==> src/rtl/program_memory_loader_pkg.sv <==
// Shared types, constants and CRC helpers for the boot-time program memory loader.
// Latency: n/a (package only).
// Backpressure: n/a (package only).
package program_memory_loader_pkg;

    typedef enum logic [2:0] {
        ST_IDLE  = 3'd0,
        ST_CMD   = 3'd1,
        ST_DATA  = 3'd2,
        ST_WRITE = 3'd3,
        ST_CHECK = 3'd4,
        ST_DONE  = 3'd5,
        ST_FAIL  = 3'd6
    } pml_state_t;

    localparam logic [7:0]  SPI_READ_OP     = 8'h03;
    localparam logic [31:0] CRC32_POLY      = 32'h04C11DB7;
    // Bit-reversed CRC32_POLY: the reflected CRC is computed LSB first.
    localparam logic [31:0] CRC32_POLY_REFL = 32'hEDB88320;
    localparam logic [31:0] CRC32_INIT      = 32'hFFFFFFFF;

    // Advance a reflected CRC-32 by one byte.
    function automatic logic [31:0] crc32_next(input logic [31:0] crc, input logic [7:0] data);
        logic [31:0] c;
        c = crc ^ {24'h0, data};
        for (int i = 0; i < 8; i++) begin
            c = c[0] ? ((c >> 1) ^ CRC32_POLY_REFL) : (c >> 1);
        end
        return c;
    endfunction

    // Reverse byte order: flash delivers byte0 first, image words are little-endian.
    function automatic logic [31:0] bswap32(input logic [31:0] w);
        return {w[7:0], w[15:8], w[23:16], w[31:24]};
    endfunction

endpackage

==> src/rtl/pml_spi_shifter.sv <==
// SPI mode-0 engine: SPI_DIV clock divider plus a 32-bit shift register that sends MSB first and receives at once.
// Latency: 32 bits * 2*SPI_DIV clk per word; word_done_o pulses in the cycle of the 32nd sclk falling edge.
// Backpressure: none; runs only while en_i is high and freezes with sclk low when en_i drops after a word.
module pml_spi_shifter #(
    parameter int SPI_DIV = 2
) (
    input  logic        clk,
    input  logic        reset,
    input  logic        load_i,
    input  logic [31:0] load_dat_i,
    input  logic        en_i,
    input  logic        miso_i,
    output logic        sclk_o,
    output logic        mosi_o,
    output logic        word_done_o,
    output logic [31:0] shift_o
);

    localparam int DIV_W = (SPI_DIV > 1) ? $clog2(SPI_DIV) : 1;
    localparam logic [DIV_W-1:0] DIV_LAST = DIV_W'(SPI_DIV - 1);

    logic [DIV_W-1:0] div_q;
    logic [4:0]       bit_q;
    logic             sclk_q;
    logic             samp_q;
    logic [31:0]      sr_q;
    logic             half_end;

    assign half_end    = en_i && (div_q == DIV_LAST);
    assign word_done_o = half_end && sclk_q && (bit_q == 5'd31);
    assign sclk_o      = sclk_q;
    assign mosi_o      = sr_q[31];
    assign shift_o     = sr_q;

    // Divider and shifter: sample miso on sclk rise, shift on sclk fall so mosi changes on the falling edge.
    always_ff @(posedge clk or posedge reset) begin
        if (reset) begin
            div_q  <= '0;
            bit_q  <= '0;
            sclk_q <= 1'b0;
            samp_q <= 1'b0;
            sr_q   <= '0;
        end else if (load_i) begin
            div_q  <= '0;
            bit_q  <= '0;
            sclk_q <= 1'b0;
            sr_q   <= load_dat_i;
        end else if (en_i) begin
            if (half_end) begin
                div_q  <= '0;
                sclk_q <= ~sclk_q;
                if (!sclk_q) begin
                    samp_q <= miso_i;
                end else begin
                    sr_q  <= {sr_q[30:0], samp_q};
                    bit_q <= bit_q + 5'd1;
                end
            end else begin
                div_q <= div_q + DIV_W'(1);
            end
        end
    end

endmodule

==> src/rtl/program_memory_loader.sv <==
// Boot copier: streams NUM_WORDS words from SPI flash (READ 0x03) into program memory, holding the CPU in reset until done.
// Latency: 1 + 64*SPI_DIV clk setup, then 64*SPI_DIV + 1 clk per word; optional CRC word via PROGMEM_LOADER_CRC_EN.
// Backpressure: none; program memory accepts a write every cycle, start is ignored while busy.
import program_memory_loader_pkg::*;

module program_memory_loader #(
    parameter int          NUM_WORDS  = 8192,
    parameter int          ADDR_W     = 13,
    parameter logic [23:0] FLASH_BASE = 24'h100000,
    parameter int          SPI_DIV    = 2
) (
    input  logic              clk,
    input  logic              reset,
    input  logic              start,
    output logic              spi_sclk,
    output logic              spi_cs_n,
    output logic              spi_mosi,
    input  logic              spi_miso,
    output logic [ADDR_W-1:0] avm_address,
    output logic [3:0]        avm_byteenable,
    output logic              avm_chipselect,
    output logic              avm_write,
    output logic [31:0]       avm_writedata,
    output logic              cpu_reset_req,
    output logic              busy,
    output logic              done,
    output logic              error
);

    localparam int CNT_W = ADDR_W + 1;
    localparam logic [CNT_W-1:0] CNT_END = CNT_W'(NUM_WORDS);

    pml_state_t       state_q, state_d;
    logic [CNT_W-1:0] cnt_q, cnt_d;
    logic [CNT_W-1:0] cnt_inc;
    logic             cs_n_q, cs_n_d;

    logic             sh_load;
    logic             sh_en;
    logic             sh_mosi;
    logic             sh_done;
    logic [31:0]      sh_word;
    logic             wr_act;

    pml_spi_shifter #(
        .SPI_DIV (SPI_DIV)
    ) u_shifter (
        .clk         (clk),
        .reset       (reset),
        .load_i      (sh_load),
        .load_dat_i  ({SPI_READ_OP, FLASH_BASE}),
        .en_i        (sh_en),
        .miso_i      (spi_miso),
        .sclk_o      (spi_sclk),
        .mosi_o      (sh_mosi),
        .word_done_o (sh_done),
        .shift_o     (sh_word)
    );

    assign cnt_inc = cnt_q + 1'b1;

`ifdef PROGMEM_LOADER_CRC_EN
    logic [31:0] crc_q, crc_d;
    logic        chk_last_q, chk_last_d;
    logic [31:0] crc_word;

    // Image bytes enter the CRC in flash order: byte0 sits in the top byte of the shifter.
    assign crc_word = crc32_next(crc32_next(crc32_next(crc32_next(crc_q,
                          sh_word[31:24]), sh_word[23:16]), sh_word[15:8]), sh_word[7:0]);

    // CRC accumulator and the flag marking the compare cycle after the CRC word lands.
    always_ff @(posedge clk or posedge reset) begin
        if (reset) begin
            crc_q      <= CRC32_INIT;
            chk_last_q <= 1'b0;
        end else begin
            crc_q      <= crc_d;
            chk_last_q <= chk_last_d;
        end
    end
`endif

    // State, word counter and chip select registers.
    always_ff @(posedge clk or posedge reset) begin
        if (reset) begin
            state_q <= ST_IDLE;
            cnt_q   <= '0;
            cs_n_q  <= 1'b1;
        end else begin
            state_q <= state_d;
            cnt_q   <= cnt_d;
            cs_n_q  <= cs_n_d;
        end
    end

    // Next-state logic: one flash READ covers the whole image, so cs_n stays low until the last word.
    always_comb begin
        state_d = state_q;
        cnt_d   = cnt_q;
        cs_n_d  = cs_n_q;
        sh_load = 1'b0;
        sh_en   = 1'b0;
`ifdef PROGMEM_LOADER_CRC_EN
        crc_d      = crc_q;
        chk_last_d = 1'b0;
`endif
        case (state_q)
            ST_IDLE: begin
                sh_load = 1'b1;
                cs_n_d  = 1'b0;
                cnt_d   = '0;
`ifdef PROGMEM_LOADER_CRC_EN
                crc_d   = CRC32_INIT;
`endif
                state_d = ST_CMD;
            end
            ST_CMD: begin
                sh_en = 1'b1;
                if (sh_done) state_d = ST_DATA;
            end
            ST_DATA: begin
                sh_en = 1'b1;
                if (sh_done) state_d = ST_WRITE;
            end
            ST_WRITE: begin
                cnt_d = cnt_inc;
`ifdef PROGMEM_LOADER_CRC_EN
                crc_d = crc_word;
`endif
                if (cnt_inc < CNT_END) begin
                    state_d = ST_DATA;
                end else begin
`ifdef PROGMEM_LOADER_CRC_EN
                    state_d = ST_CHECK;
`else
                    state_d = ST_DONE;
                    cs_n_d  = 1'b1;
`endif
                end
            end
`ifdef PROGMEM_LOADER_CRC_EN
            ST_CHECK: begin
                // Shift in the CRC word, then compare once it has settled in the shifter.
                if (chk_last_q) begin
                    cs_n_d  = 1'b1;
                    state_d = (bswap32(sh_word) == ~crc_q) ? ST_DONE : ST_FAIL;
                end else begin
                    sh_en = 1'b1;
                    if (sh_done) chk_last_d = 1'b1;
                end
            end
`endif
            ST_DONE, ST_FAIL: begin
                if (start) state_d = ST_IDLE;
            end
            default: begin
                state_d = ST_IDLE;
                cs_n_d  = 1'b1;
            end
        endcase
    end

    assign wr_act         = (state_q == ST_WRITE);
    assign avm_write      = wr_act;
    assign avm_chipselect = wr_act;
    assign avm_byteenable = wr_act ? 4'hF : 4'h0;
    assign avm_address    = wr_act ? cnt_q[ADDR_W-1:0] : '0;
    assign avm_writedata  = wr_act ? bswap32(sh_word) : 32'h0;

    assign spi_cs_n      = cs_n_q;
    assign spi_mosi      = (state_q == ST_CMD) ? sh_mosi : 1'b0;
    assign busy          = (state_q != ST_DONE) && (state_q != ST_FAIL);
    assign done          = (state_q == ST_DONE);
    assign cpu_reset_req = (state_q != ST_DONE);
`ifdef PROGMEM_LOADER_CRC_EN
    assign error         = (state_q == ST_FAIL);
`else
    assign error         = 1'b0;
`endif

endmodule
==> config.mk <==
export PLATFORM = sky130hd
export DESIGN_NAME = program_memory_loader
export DESIGN_NICKNAME = d
export VERILOG_FILES = /design/src/rtl/program_memory_loader_pkg.sv /design/src/rtl/pml_spi_shifter.sv /design/src/rtl/program_memory_loader.sv
export SDC_FILE = /design/constraint.sdc
export NUM_CORES = 1
export LEC_CHECK = 0
export ABC_AREA = 1
export BUFFER_PORTS_ARGS = -buffer_cell sky130_fd_sc_hd__buf_2
export CAP_MARGIN = 5
export CORE_ASPECT_RATIO = 1.25
export CORE_MARGIN = 4
export CORE_UTILIZATION = 50
export CTS_CLUSTER_DIAMETER = 150
export DETAILED_ROUTE_END_ITERATION = 12
export PLACE_DENSITY = 0.74
export SLEW_MARGIN = 20
export SYNTH_ARGS = -nofsm -noshare
export SYNTH_HDL_FRONTEND = slang
export SYNTH_SLANG_ARGS = --single-unit
==> constraint.sdc <==
create_clock -name clk -period 3.32 [get_ports clk]
set_input_delay 0.664 -clock clk [delete_from_list [all_inputs] [get_ports clk]]
set_output_delay 0.664 -clock clk [all_outputs]
set_load 0.01 [all_outputs]
Yosys cells after proc, flatten, opt, wreduce, memory -nomap -nowiden
Index checks and enable logic that the tools add are counted.
{"block": "op_classes", "n_mux": 28, "reduce_logical": 17, "eq_ne": 12, "add_sub_neg": 3, "magnitude_cmp": 1, "bitwise": 3}
{"operator": "$mux 32", "n": 5}
{"operator": "$pmux 14 s2", "n": 1}
{"operator": "$mux 5", "n": 4}
{"operator": "$pmux 3 s5", "n": 1}
{"operator": "$add 14x1->14 const B", "n": 1}
{"operator": "$lt 14x14->1 const B", "n": 1}
{"operator": "$mux 13", "n": 1}
{"operator": "$mux 3", "n": 4}
{"operator": "$mux 1", "n": 10}
{"operator": "$ne 2x2->1 const B", "n": 4}
{"operator": "$reduce_bool 2->1", "n": 4}
{"operator": "$eq 3x2->1 const B", "n": 2}
{"operator": "$eq 3x3->1 const B", "n": 2}
{"operator": "$ne 3x3->1 const B", "n": 2}
{"operator": "$reduce_and 3->1", "n": 2}
{"operator": "$add 5x1->5 const B", "n": 1}
{"operator": "$eq 5x5->1 const B", "n": 1}
{"operator": "$logic_and 1x1->1", "n": 4}
{"operator": "$mux 4", "n": 1}
{"operator": "$reduce_and 2->1", "n": 2}
{"operator": "$reduce_and 4->1", "n": 1}
{"operator": "$reduce_or 2->1", "n": 2}
{"operator": "$reduce_or 4->1", "n": 1}
{"operator": "$eq 3x1->1 const B", "n": 1}
{"operator": "4 further kinds", "n": 6}
{"block": "word_totals", "in_bits": 4, "regBits": 58}

Depth between registers and ports, before layout
{"block": "depth", "word_depth": 8, "depth_mapped": 11, "depth_no_buf": 10}

Cells and area by module
A second synthesis with hierarchy kept.
{"block": "hier_totals", "cells_unflattened": 469, "hier_area_um2": 3358.2}
{"mod": "pml_spi_shifter", "n_inst": 1, "cells_each": 242, "seq_area_each_um2": 1001.0, "area_each_um2": 1973.1}
{"mod": "program_memory_loader", "n_inst": 1, "cells_each": 227, "seq_area_each_um2": 451.7, "area_each_um2": 1385.1}

Least setup slack after synthesis
Ideal clock, no wire load.
{"block": "synth_timing", "path_kind": "flip-flop to output port", "start": "register state_q[1]", "end": "output avm_writedata[10]", "required_ns": 2.656, "stages_incl_launch_ff": 7, "n_path_buf": 2, "setup_slack_ns": 1.367, "t_arrival_ns": 1.289, "cell_sequence": "dfrtp_1 -> nand2_1 -> inv_1 -> nand2_1 -> buf_2 -> buf_1 -> nor2_1"}
{"block": "synth_via", "elab_chain_cells": 2}
{"item": "start, declared", "line_no": "program_memory_loader.sv:33", "source": "pml_state_t state_q, state_d;"}
{"item": "start signal, assigned", "line_no": "program_memory_loader.sv:90", "source": "state_q <= state_d;"}
{"item": "$eq 3x2->1", "line_no": "program_memory_loader.sv:163", "source": "assign wr_act = (state_q == ST_WRITE);"}
{"item": "$mux 32", "line_no": "program_memory_loader.sv:168", "source": "assign avm_writedata = wr_act ? bswap32(sh_word) : 32'h0;"}
{"item": "end, declared", "line_no": "program_memory_loader.sv:23", "source": "output logic [31:0] avm_writedata,"}
Every way passes these cells.

Final worst setup path
{"block": "layout_timing", "start": "register state_q[0]", "end": "output avm_writedata[18]"}
The elaborated chain is that of the path after synthesis.

==> Flow_metrics.wiki <==
{| class="wikitable"
! Metric !! Value
|-
| Via count of the first global-routing pass || ~2,500
|-
| Floorplan die area || about 7200 um2
|-
| Die width || 76.84 um
|-
| Max clock buf depth || 2
|-
| Start of the worst register-to-register path || state_q[0]
|-
| Worst relative slew slack || between 50 and 60%
|-
| EDFF count, synth || 0
|-
| Core Box Area || ~5800 um2
|-
| Cts bufs inserted || 9
|-
| Remaining global-route overflow || 0
|-
| Wirelength, routed || slightly above 6000 um
|-
| Final net count || 460
|-
| Maximum net fanout on the critical path || 19
|-
| Top library cells by usage in the layout, fill and taps aside || nand2_1, nor2_1, buf_2, dfrtp_1, inv_1
|-
| Post-detailed-placement half-perimeter wirelength || roughly 4300 um
|-
| Most common library cell in the layout ignoring fill and taps || nand2_1
|-
| Diodes inserted || 0
|-
| Largest family of logic cells by synthesized area || simple AND/OR/NAND/NOR gates
|-
| Area fraction in compound gates after synthesis || between 5 and 6%
|-
| # hold bufs at CTS || 0
|-
| FF-to-FF setup slack || 1290 ps
|-
| TritonCTS clock tree || built
|-
| Clk pin slew, worst setup/hold paths || roughly 60 ps
|-
| # IOs || between 60 and 70
|-
| Post-synthesis to final-layout area growth || 16.86%
|-
| Post-synth cell types || 33
|-
| Max-cap violation count || 0
|-
| Parity-gate share of the synthesized area counting xor and xnor cells || 1.183%
|-
| Data arrival, critical path || slightly above 2000 ps
|-
| Starting Density || between 50% and 60%
|-
| Final hold vios || 0
|-
| RR Endpoint || cnt_q[3]
|-
| Async set-reset flop share out of synthesis || between 90% and 100%
|-
| Die Height || 94.05 um
|-
| Detailed-router iteration count before antenna repair || 4
|-
| H-tree Lvls || 3
|-
| R2r worst-path depth || 5
|-
| Routed length per instance || around 12 um
|-
| Number of buffers added for setup after CTS || 0
|-
| Initial DRC Count || approximately 110
|-
| Detailed-route DRC error count || 0
|-
| Count of yosys warnings during synthesis || 0
|-
| Quantity of gates resized following cts || 0
|-
| Total routing usage reported by global routing || approximately 18%
|-
| Req. time, crit path || 2660 ps
|-
| Fillers || around 530
|-
| Result of the run || complete, no violations
|-
| Multiplexer fraction of the synthesized cell area || 0%
|-
| Core occupancy in the finished layout || about 60%
|-
| Sinks on Clock Net || 58
|-
| Average cell area after synthesis || 7.423 um2
|-
| Leakage dissipation || around 0.0019 uW
|-
| Total setup violations reported at the end of the flow || 0
|-
| Final-report max-slew violation count || 0
|-
| Via density || ~4.8
|-
| Worst skew pair latency || ~330 ps
|-
| Proportion of layout cells with a drive suffix above 1 || about a fifth
|-
| Predominant post-synthesis flop cell || dfrtp_1
|-
| Synth Area in Simple Gates || between 30% and 40%
|-
| Post-Route Skew || roughly 4.5 ps
|-
| Post-route antenna net violation count || 0
|-
| Peak VDD IR || ~0.22 mV
|-
| Vias post-DR || between 2,000 and 3,000
|-
| Crit path from || state_q[0]
|-
| Post-synthesis cell count || 399
|-
| Max Freq || roughly 370 MHz
|-
| Area share of fa/ha/maj cells after synthesis || under 10%
|-
| Antenna violations before repair || 0
|-
| Register bit count reported by yosys || 58
|-
| Fraction of the yosys area taken by sequential cells || about half
|-
| Final sum of negative setup slack || 0 ps
|-
| CP endpoint || avm_writedata[18]
|-
| Capturing element type of the critical path || output port
|-
| Worst Setup Path Type || reg2out
|-
| Tightest Hold Check Type || in2async
|-
| Clock period minus final worst setup slack || ~2700 ps
|-
| Slew at the pin with the worst max-slew slack || between 700 and 800 ps
|-
| Setup repair after global routing missed its margin || no
|-
| Period utilisation layout || roughly four fifths
|-
| Port bufs || 60
|-
| Netlist area before placement || about 3000 um2
|-
| Number of nets in the synthesized netlist || between 400 and 500
|-
| Gp weighted congestion || 0.8430
|-
| Crit start category || register
|-
| Wire length of the first global-routing pass || around 11,000 um
|-
| Power density over cell area || 421.3 nW/um2
|-
| Floorplan row count || 31
|-
| Root Buffer || clkbuf_8
|-
| Largest net degree at the start of global routing || a little under 50
|}
## worst max-delay path, stage by stage, from the launching register on
cell and delay [ps]:
dfrtp_1 430, nand2_1 210, inv_1 60, nand2_1 460
buf_4 320, nor2_1 70, buf_2 140
## cell families (layout without fill, tap and decap cells)
group           after synthesis  in the layout
compound gates               25             25
other cells                   1              1
fa+ha+maj                     3              3
buf+inv                      79            137
simple gates                229            229
flops                        58             58
xor+xnor                      4              4
## stage by stage
step | cell area (um2) | hold slack [ps] | power [uW] | setup WS, ps | cells
finish | 3461 | 247.3 | 1458 | 629.4 | 523
global route | 3461 | 259.8 | 1504 | 513.2 | 523
CTS | 3461 | 241.6 | 1474 | 621.0 | 523
detailed placement | 3238 | 450.8 | 761.3 | 1003 | 508
global placement | 3238 | 449.4 | 760.0 | 1074 | 508
floorplan | 2962 | 441.9 | 751.7 | 1230 | 399
## cell usage after synthesis (all sizes together) (3+ instances only)
| library cell | instances | area, um2 |
|---|---|---|
| a22oi | 3 | 22.52 |
| o22ai | 6 | 37.54 |
| o21ai | 8 | 40.03 |
| xor2 | 4 | 35.03 |
| ha | 3 | 37.54 |
| nand2 | 148 | 570.6 |
| nor2 | 64 | 262.8 |
| buf | 19 | 125.1 |
| inv | 59 | 221.5 |
| dfrtp | 57 | 1426 |
| nand3 | 10 | 50.05 |
## final cells by class
class,instances,area [um2],area share (%)
Clock buffer,14,192.7,5.568
Tap cell,66,82.58,2.386
Inverter,59,221.5,6.399
Clock inverter,1,30.03,0.8677
Sequential cell,58,1453,41.97
Timing Repair Buffer,63,322.8,9.328
Multi-Input combinational cell,262,1159,33.48
## sequential cells by signal, summed over array words and instances, names as in the netlist
| signal | cells |
|---|---|
| cnt_q | 14 |
| spi_cs_n | 1 |
| state_q | 3 |
| u_shifter.bit_q | 5 |
| u_shifter.div_q | 1 |
| u_shifter.samp_q | 1 |
| u_shifter.sclk_o | 1 |
| u_shifter.shift_o | 32 |
## worst min path at each step
stage | start | to | depth (start not counted)
after global routing | reset | cnt_q[3] | 2
final | reset | cnt_q[4] | 2
after detailed placement | spi_cs_n | spi_cs_n | 2
after floorplan | u_shifter.shift_o[19] | u_shifter.shift_o[19] | 2
after CTS | reset | u_shifter.shift_o[24] | 2
after global placement | spi_cs_n | spi_cs_n | 2
## per-layer routing
metal	vias to the layer above	GRT usage, %	part of all wire [%]
met5	-	0	0
met3	11	4.415	5.4
li1	1300	-	-
met4	0	8.308	1.7
met1	1134	19.35	42
met2	65	34.23	51
## power by group
part | leakage [uW] | total, uW | internal (uW) | switching (uW)
clock | 0.000115 | 711 | 445 | 266
sequential | 0.000746 | 720 | 715 | 5.92
combinational | 0.00107 | 26.2 | 6.37 | 19.8
total | 0.00193 | 1460 | 1170 | 292
No activity file was read; power rests on OpenSTA's default activity.
